File: src/rtl/ras_sequencer.sv
// ras_sequencer: sequences push/pop of an 8-entry return-address stack for
// CALL/RET requests from the control unit and loads the PC accordingly.
// A private depth mirror rejects overflow/underflow before the stack is touched.
// Optional build macro: RAS_TOP_CACHE_EN keeps a cached top-of-stack copy so a
// RET that directly follows a push completes with a one-cycle latency.
module ras_sequencer #(
    parameter int unsigned DEPTH      = 8,
    parameter int unsigned PC_W       = 32,
    parameter int unsigned RET_OFFSET = 1
) (
    input  logic            clk,
    input  logic            reset,
    input  logic            call_req,
    input  logic            ret_req,
    output logic            req_ready,
    input  logic [PC_W-1:0] pc,
    input  logic [PC_W-1:0] call_target,
    output logic            pc_load,
    output logic [PC_W-1:0] pc_next,
    output logic            stack_clr,
    output logic            stack_push,
    output logic            stack_pop,
    output logic [PC_W-1:0] stack_din,
    input  logic [PC_W-1:0] stack_dout,
    input  logic            stack_ovf,
    output logic [3:0]      depth,
    output logic            fault,
    output logic [1:0]      fault_code,
    input  logic            fault_clr
);

    localparam int unsigned DEPTH_W = 4;
    localparam logic [DEPTH_W-1:0] DEPTH_MAX = DEPTH_W'(DEPTH);
    localparam logic [PC_W-1:0]    RA_INC    = PC_W'(RET_OFFSET);

    localparam logic [1:0] FC_NONE = 2'd0;
    localparam logic [1:0] FC_OVF  = 2'd1;
    localparam logic [1:0] FC_UNF  = 2'd2;
    localparam logic [1:0] FC_ILL  = 2'd3;

    typedef enum logic [2:0] {
        S_INIT  = 3'd0,
        S_IDLE  = 3'd1,
        S_PUSH  = 3'd2,
        S_POP   = 3'd3,
        S_WAIT  = 3'd4,
        S_LOAD  = 3'd5,
        S_FAULT = 3'd6
    } state_t;

    state_t               state_q, state_d;
    logic [DEPTH_W-1:0]   depth_q, depth_d;
    logic [1:0]           fault_code_q, fault_code_d;
    logic                 fault_q, fault_d;
    logic [PC_W-1:0]      pc_next_q, pc_next_d;
    logic [PC_W-1:0]      stack_din_q, stack_din_d;
    logic                 stack_clr_q, stack_clr_d;
    logic                 stack_push_q, stack_push_d;
    logic                 stack_pop_q, stack_pop_d;
    logic                 pc_load_q, pc_load_d;
    logic                 req_ready_q, req_ready_d;
    logic                 fast_ret_c;

    logic                 top_valid_q;
    logic [PC_W-1:0]      top_q;

    // Next-state, depth mirror and registered-output decode.
    always_comb begin
        state_d      = state_q;
        depth_d      = depth_q;
        fault_code_d = fault_code_q;
        pc_next_d    = pc_next_q;
        stack_din_d  = stack_din_q;
        stack_clr_d  = 1'b0;
        fast_ret_c   = 1'b0;

        unique case (state_q)
            S_INIT: begin
                // Hold INIT until the clear strobe has been issued once.
                if (stack_clr_q) begin
                    state_d = S_IDLE;
                end else begin
                    stack_clr_d = 1'b1;
                end
            end
            S_IDLE: begin
                if (call_req && ret_req) begin
                    state_d      = S_FAULT;
                    fault_code_d = FC_ILL;
                end else if (call_req) begin
                    if (depth_q == DEPTH_MAX) begin
                        state_d      = S_FAULT;
                        fault_code_d = FC_OVF;
                    end else begin
                        state_d     = S_PUSH;
                        stack_din_d = pc + RA_INC;
                        pc_next_d   = call_target;
                    end
                end else if (ret_req) begin
                    if (depth_q == '0) begin
                        state_d      = S_FAULT;
                        fault_code_d = FC_UNF;
                    end else begin
                        state_d = S_POP;
                        if (top_valid_q) begin
                            pc_next_d  = top_q;
                            fast_ret_c = 1'b1;
                        end
                    end
                end
            end
            S_PUSH: begin
                state_d = S_IDLE;
                depth_d = depth_q + DEPTH_W'(1);
            end
            S_POP: begin
                // pc_load already high here means the cached copy served the RET.
                if (pc_load_q) begin
                    state_d = S_IDLE;
                    depth_d = depth_q - DEPTH_W'(1);
                end else begin
                    state_d = S_WAIT;
                end
            end
            S_WAIT: begin
                pc_next_d = stack_dout;
                state_d   = S_LOAD;
            end
            S_LOAD: begin
                state_d = S_IDLE;
                depth_d = depth_q - DEPTH_W'(1);
            end
            S_FAULT: begin
                if (fault_clr) begin
                    state_d      = S_IDLE;
                    fault_code_d = FC_NONE;
                end
            end
            default: begin
                state_d = S_INIT;
            end
        endcase

        // A stack overflow flag means the depth mirror disagrees with the stack.
        if (stack_ovf && (state_q != S_INIT) && (state_q != S_FAULT)) begin
            state_d      = S_FAULT;
            fault_code_d = FC_ILL;
            depth_d      = depth_q;
            pc_next_d    = pc_next_q;
            stack_din_d  = stack_din_q;
            stack_clr_d  = 1'b0;
            fast_ret_c   = 1'b0;
        end

        req_ready_d  = (state_d == S_IDLE);
        stack_push_d = (state_d == S_PUSH);
        stack_pop_d  = (state_d == S_POP);
        pc_load_d    = (state_d == S_PUSH) || (state_d == S_LOAD) || fast_ret_c;
        fault_d      = (state_d == S_FAULT);
    end

    // State and registered outputs.
    always_ff @(posedge clk or posedge reset) begin
        if (reset) begin
            state_q      <= S_INIT;
            depth_q      <= '0;
            fault_code_q <= FC_NONE;
            fault_q      <= 1'b0;
            pc_next_q    <= '0;
            stack_din_q  <= '0;
            stack_clr_q  <= 1'b0;
            stack_push_q <= 1'b0;
            stack_pop_q  <= 1'b0;
            pc_load_q    <= 1'b0;
            req_ready_q  <= 1'b0;
        end else begin
            state_q      <= state_d;
            depth_q      <= depth_d;
            fault_code_q <= fault_code_d;
            fault_q      <= fault_d;
            pc_next_q    <= pc_next_d;
            stack_din_q  <= stack_din_d;
            stack_clr_q  <= stack_clr_d;
            stack_push_q <= stack_push_d;
            stack_pop_q  <= stack_pop_d;
            pc_load_q    <= pc_load_d;
            req_ready_q  <= req_ready_d;
        end
    end

`ifdef RAS_TOP_CACHE_EN
    // Cached copy of the most recently pushed return address.
    always_ff @(posedge clk or posedge reset) begin
        if (reset) begin
            top_valid_q <= 1'b0;
            top_q       <= '0;
        end else if (state_d == S_FAULT) begin
            top_valid_q <= 1'b0;
        end else if (stack_pop_q) begin
            top_valid_q <= 1'b0;
        end else if (stack_push_q) begin
            top_valid_q <= 1'b1;
            top_q       <= stack_din_q;
        end
    end
`else
    assign top_valid_q = 1'b0;
    assign top_q       = '0;
`endif

    assign req_ready  = req_ready_q;
    assign pc_load    = pc_load_q;
    assign pc_next    = pc_next_q;
    assign stack_clr  = stack_clr_q;
    assign stack_push = stack_push_q;
    assign stack_pop  = stack_pop_q;
    assign stack_din  = stack_din_q;
    assign depth      = depth_q;
    assign fault      = fault_q;
    assign fault_code = fault_code_q;

endmodule

File: config.mk
export PLATFORM = sky130hd
export DESIGN_NAME = ras_sequencer
export DESIGN_NICKNAME = d
export VERILOG_FILES = /design/src/rtl/ras_sequencer.sv
export SDC_FILE = /design/constraint.sdc
export NUM_CORES = 1
export LEC_CHECK = 0
export BUFFER_PORTS_ARGS = -buffer_cell sky130_fd_sc_hd__buf_2
export CORE_MARGIN = 2
export CORE_UTILIZATION = 49
export CTS_CLUSTER_DIAMETER = 120
export CTS_CLUSTER_SIZE = 10
export DETAILED_ROUTE_END_ITERATION = 8
export PLACE_DENSITY = 0.81
export SKIP_LAST_GASP = 1
export SYNTH_ARGS = -nofsm -noshare
export SYNTH_HDL_FRONTEND = slang
export SYNTH_SLANG_ARGS = --single-unit
File: constraint.sdc
create_clock -name clk -period 3 [get_ports clk]
set_input_delay 0.15 -clock clk [delete_from_list [all_inputs] [get_ports clk]]
set_output_delay 0.15 -clock clk [all_outputs]
set_load 0.005 [all_outputs]
Word level (Yosys, flattened, before mapping)
Index checks and enable logic that the tools add are counted.

Register bits: 79. Output and inout bits: 76.

Add/subtract/negate cells: 3. Equal/unequal tests: 21. Mux-type cells: 27. Bitwise operators: 3. Reductions and logical operators: 15.

Operators with widths (count): 2-to-1 mux 32 bit (3); case mux 32 bit (2 select lines) (1); adder 32 x 1 -> 32 bit, second input constant (1); 2-to-1 mux 3 bit (9); case mux 3 bit (6 select lines) (1); equality test 3 bit, second input constant (5); inequality test 5 bit, second input constant (3); AND reduction 5 bit (3); 2-to-1 mux 2 bit (7); equality test 3 x 2 -> 1 bit, second input constant (4); case mux 4 bit (3 select lines) (1); nonzero test 3 bit (3); inequality test 2 bit, second input constant (4); equality test 3 x 1 -> 1 bit, second input constant (2); inequality test 3 bit, second input constant (2); adder 4 x 1 -> 4 bit, second input constant (1); equality test 4 bit, second input constant (1); logical NOT 4 bit (1); 2-to-1 mux 4 bit (1); case mux 2 bit (2 select lines) (1); subtractor 4 x 1 -> 4 bit, second input constant (1); logical AND 1 bit (3); logical NOT 3 bit (1); 2-to-1 mux 1 bit (3); 5 further kinds (7).

Longest topological paths before layout
Depth after elaboration: 9. Depth in mapped cells: 8. Depth with buffers taken out: 7.

Least setup slack after synthesis
OpenSTA, ideal clock, no wires.

Path type: flip-flop to flip-flop. From: register state_q[1]. To: register depth_q[3] (netlist: depth[3]). Arrival: 1.990 ns. Required time: 2.876 ns. Setup slack: 0.886 ns. Cell stages (with the launch flop): 9. Path buffers: 1. Period minus slack after synthesis: 2.114 ns. Cell sequence: dfrtp_1 -> clkbuf_1 -> xnor2_1 -> nor2_1 -> ha_1 -> a21oi_1 -> a211oi_1 -> a2111o_1 -> xnor2_1.

Word-level cells in the longest chain between the ends: 5. Elaborated cells between the ends (all ways): 12. Classes of those cells: eq/ne: 5; mux: 1; bitwise: 1; reduce/logical: 5.

Ends and longest elaborated chain: start, declared (RTL line 51) `state_t state_q, state_d;`; start signal, assigned (RTL line 177) `state_q <= state_d;`; branches (longest 5 deep; another with equality test 3 x 2 -> 1 bit); end signal, assigned (RTL line 178) `depth_q <= depth_d;`; end, declared (RTL line 52) `logic [DEPTH_W-1:0] depth_q, depth_d;`.

Parallel ways; which one is timed is not known. A chain may end at the register's enable or synchronous reset.

Worst setup path in the final report
Same ends and word-level chain as after synthesis.

==> impl_metrics.csv <==
group,metric,value,unit
run_status,outcome,"completed",
critical_path,slowest_stage,"sky130_fd_sc_hd__dfrtp_1",
critical_path,cpPeakStageDelay,0.76,ns
critical_path,critPathKind,"reg2reg",
clocking,cts.reportedPaths.clkPinSlew,0.09,ns
place,pre_cts_ws,0.529,ns
floorplanning,initial_utilization,50.3,%
floorplanning,die_area,9630,um2
route,detail_route.wirelength,11100,um
timing,final_min_period_over_clock_period,85.0,%
timing,max_clock_freq,392,MHz
route,drt_iter0_drc,215,
route,drtAntennaViolNets,0,
synth,ys_seq_area_share,45.5,%
timing,rsz0062_at_grt,"no",
cells_and_area,area_growth,26.3,%
route,vias,3939,
global_route,first_global_vias,3666,
global_route,number_of_antenna_violations_at_the_first_check_in_global_routing,0,
clocking,cts_root_buf,"sky130_fd_sc_hd__clkbuf_8",
critical_path,timing.critical_path.from_type,"flip-flop",
timing,setup_ws,0.450,ns
timing,timing.final.setup_violations,0,
floorplanning,placement_rows,34,
floorplanning,floorplan.core_area,8640,um2
critical_path,reg2reg_setup_slack,0.45,ns
route,viasPerCell,5.68,
clocking,ctsHtreeMaxLevel,3,
critical_path,reg2reg_depth,7,
clocking,clkLatencyLatePin,0.34,ns
floorplanning,num_io_pins,178,
route,drt_pre_antenna_iters,5,
power_and_ir_drop,worst_ir_drop_vdd,0.399,mV
power_and_ir_drop,power_leakage,2.50,nW
cells_and_area,n_fill_cell,724,
synth,async_flop_share,100,%
clocking,cts_buffer_depth,2,
synth,yosysWarningCount,0,
floorplanning,floorplan.die.width,98.1,um
critical_path,arrival,2.77,ns
hold_path,holdCritPathClass,"in2reg",
critical_path,timing.critical_path.max_delay_family,"flip-flops",
clocking,postCtsSetupBuffers,0,
synth,netlist.top_cell.by_area,"sky130_fd_sc_hd__dfrtp_1",
global_route,track_usage,22.3,%
cells_and_area,num_antenna_cells,0,
timing,hold_violations,0,
route,routed_wire_length_per_instance,16.0,um
synth,syn-num-nets,520,
timing,tightestPinTransition,0.651,ns
cells_and_area,nNetsFinal,686,
critical_path,path_max_fanout,20,
critical_path,end_kind,"flip-flop",
timing,finalWorstPathRequiredPeriod,2.55,ns
synth,postSynthCellCount,414,
place,globalplace.congestion,0.909,
clocking,number_of_cts_inserted_buffers,9,
synth,synth_enable_flop_cells,0,
cells_and_area,drive_above_1_share,46.7,%
global_route,gr-total-overflow,0,
floorplanning,chipHeight,98.1,um
timing,max-slew-margin-rel,56.6,%
clocking,clock-sinks,79,
cells_and_area,seqCellArea,1980,um2
synth,synth_cell_type_count,52,
place,dp_hpwl,8290,um
critical_path,worst_r2r_startpoint,"state_q[1]",
critical_path,path_buf_inv,0,
run,cap_violations,0,
synth,synth_seq_cells,79,
global_route,largest_net_degree_at_the_start_of_global_routing,66,
critical_path,crit_path_frequent_cell,"sky130_fd_sc_hd__xnor2_1",
clocking,cts_tree,"built",
timing,finalMaxSlewViolations,0,
hold_path,hold_path_startpoint,"pc[0]",
timing,skew,0.0157,ns
synth,synthFlopType,"sky130_fd_sc_hd__dfrtp_1",
hold_path,whs_path_depth,2,
cells_and_area,multiInputGateArea,2220,um2
power_and_ir_drop,power_density,864,nW/um2
critical_path,critical_path.cell_chain,"xnor2_1, nor2_1, ha_1, a21oi_1, a211oi_1, a2111o_1, xnor2_1",
timing,setup_total_negative_slack,0,ns
synth,postSynthAreaPerCell,10.5,um2
critical_path,crit_required,3.22,ns
hold_path,hold_path_end,"stack_din[0]",
route,route.detailed.drc,0,
place,portBuffers,177,
synth,ys_top_cells_by_area,"sky130_fd_sc_hd__dfrtp_1 46%, sky130_fd_sc_hd__mux2_2 17%, sky130_fd_sc_hd__nor2_1 3.2%",
synth,syn-cell-area,4340,um2
synth,synth_top_area_share,45.5,%
critical_path,worst_r2r_endpoint,"depth[3]",
global_route,grt_first_pass_wirelength,17700,um
-- cell families after synthesis --
family / after synthesis / synth area share (%)
compound gates: 72 / 10.8
xor+xnor: 18 / 3.63
fa+ha+maj: 4 / 1.33
buf+inv: 38 / 3.60
flops: 79 / 45.5
mux: 70 / 18.1
simple gates: 133 / 17.0
-- Yosys cell counts, drive strengths merged, types with 3 or more instances --
master	instances
nor2b	6
a21oi	18
mux2i	3
nand4	11
xnor2	9
buf	14
inv	10
clkbuf	14
a31oi	19
o21ai	8
nand3	13
and4	4
or4	14
nand2	15
and3	3
nand2b	3
mux2	67
dfrtp	79
nor2	37
ha	3
o31ai	11
nor4	6
xor2	9
or3	3
nor3	6
-- power breakdown --
part | total [W] | switching, W | internal [W]
Clock | 0.000683 | 0.000383 | 0.000300
Sequential | 0.00197 | 0.000391 | 0.00158
Combinational | 0.00208 | 0.000951 | 0.00113
-- worst max path at each step --
stage | from | end | slack (ns) | cells past startpoint
global route | state_q[1] | depth[3] | 0.36 | 7
detailed placement | state_q[1] | depth[3] | 0.53 | 7
global placement | state_q[1] | depth[3] | 0.72 | 7
finish | state_q[1] | depth[3] | 0.45 | 7
floorplan | reset | depth[0] | 0.83 | 1
CTS | state_q[1] | depth[3] | 0.51 | 7
-- per-layer routing --
metal  GRT usage [%]  wire length, um  vias up
met1            28.8             4660     1889
met2            38.2             5510      170
met4            5.77               76        0
li1                -                -     1870
met3            4.87              856       10
met5               0                0        -
-- flip-flops by register name, indices dropped and copies added (netlist names) --
signal,count
depth,4
fault,1
fault_code,2
pc_load,1
pc_next,32
req_ready,1
stack_clr,1
stack_din,32
stack_pop,1
stack_push,1
state_q,3
-- layout make-up --
type                       instances  share of cell area (%)
clock buffer                      11                    2.40
clock inverter                     5                   0.639
inverter                          10                   0.707
timing repair buffer             183                    17.3
tap                              108                    2.46
multi-input combinational        297                    40.5
sequential                        79                    36.1
-- cell usage in the layout, fill, tap and decap left out, drive strengths merged, types with 9 or more instances in the layout --
master / netlist / layout
mux2: 67 / 67
o31ai: 11 / 11
or4: 14 / 14
a31oi: 19 / 19
xnor2: 9 / 9
xor2: 9 / 9
buf: 14 / 182
nand3: 13 / 13
nand2: 15 / 15
clkbuf: 14 / 11
inv: 10 / 9
dfrtp: 79 / 79
nand4: 11 / 11
a21oi: 18 / 18
nor2: 37 / 37
-- stage by stage --
step           area [um2]  util, %  hold WS [ns]  total power, W  cells
6_report             5480     63.5        0.0291         0.00474    693
5_1_grt              5480     63.5        0.0198         0.00509    693
4_1_cts              5480     63.5        0.0143         0.00478    693
3_5_place_dp         5310     61.4        0.0550         0.00408    676
3_3_place_gp         5310     61.4        0.0526         0.00394    676
2_1_floorplan        4340        -         0.243         0.00319    414
-- worst register-to-register path: stages, from the launching register on --
cell and delay, ns:
sky130_fd_sc_hd__dfrtp_1 0.76, sky130_fd_sc_hd__xnor2_1 0.23, sky130_fd_sc_hd__nor2_1 0.28, sky130_fd_sc_hd__ha_1 0.33
sky130_fd_sc_hd__a21oi_1 0.20, sky130_fd_sc_hd__a211oi_1 0.10, sky130_fd_sc_hd__a2111o_1 0.41, sky130_fd_sc_hd__xnor2_1 0.13
-- what timing repair did --
item | CTS | global route
resized for setup | 0 | 0
endpoints found under the hold margin | 9 | 0
hold buffers | 1 | 0
Power figures use the tool's default switching activity.
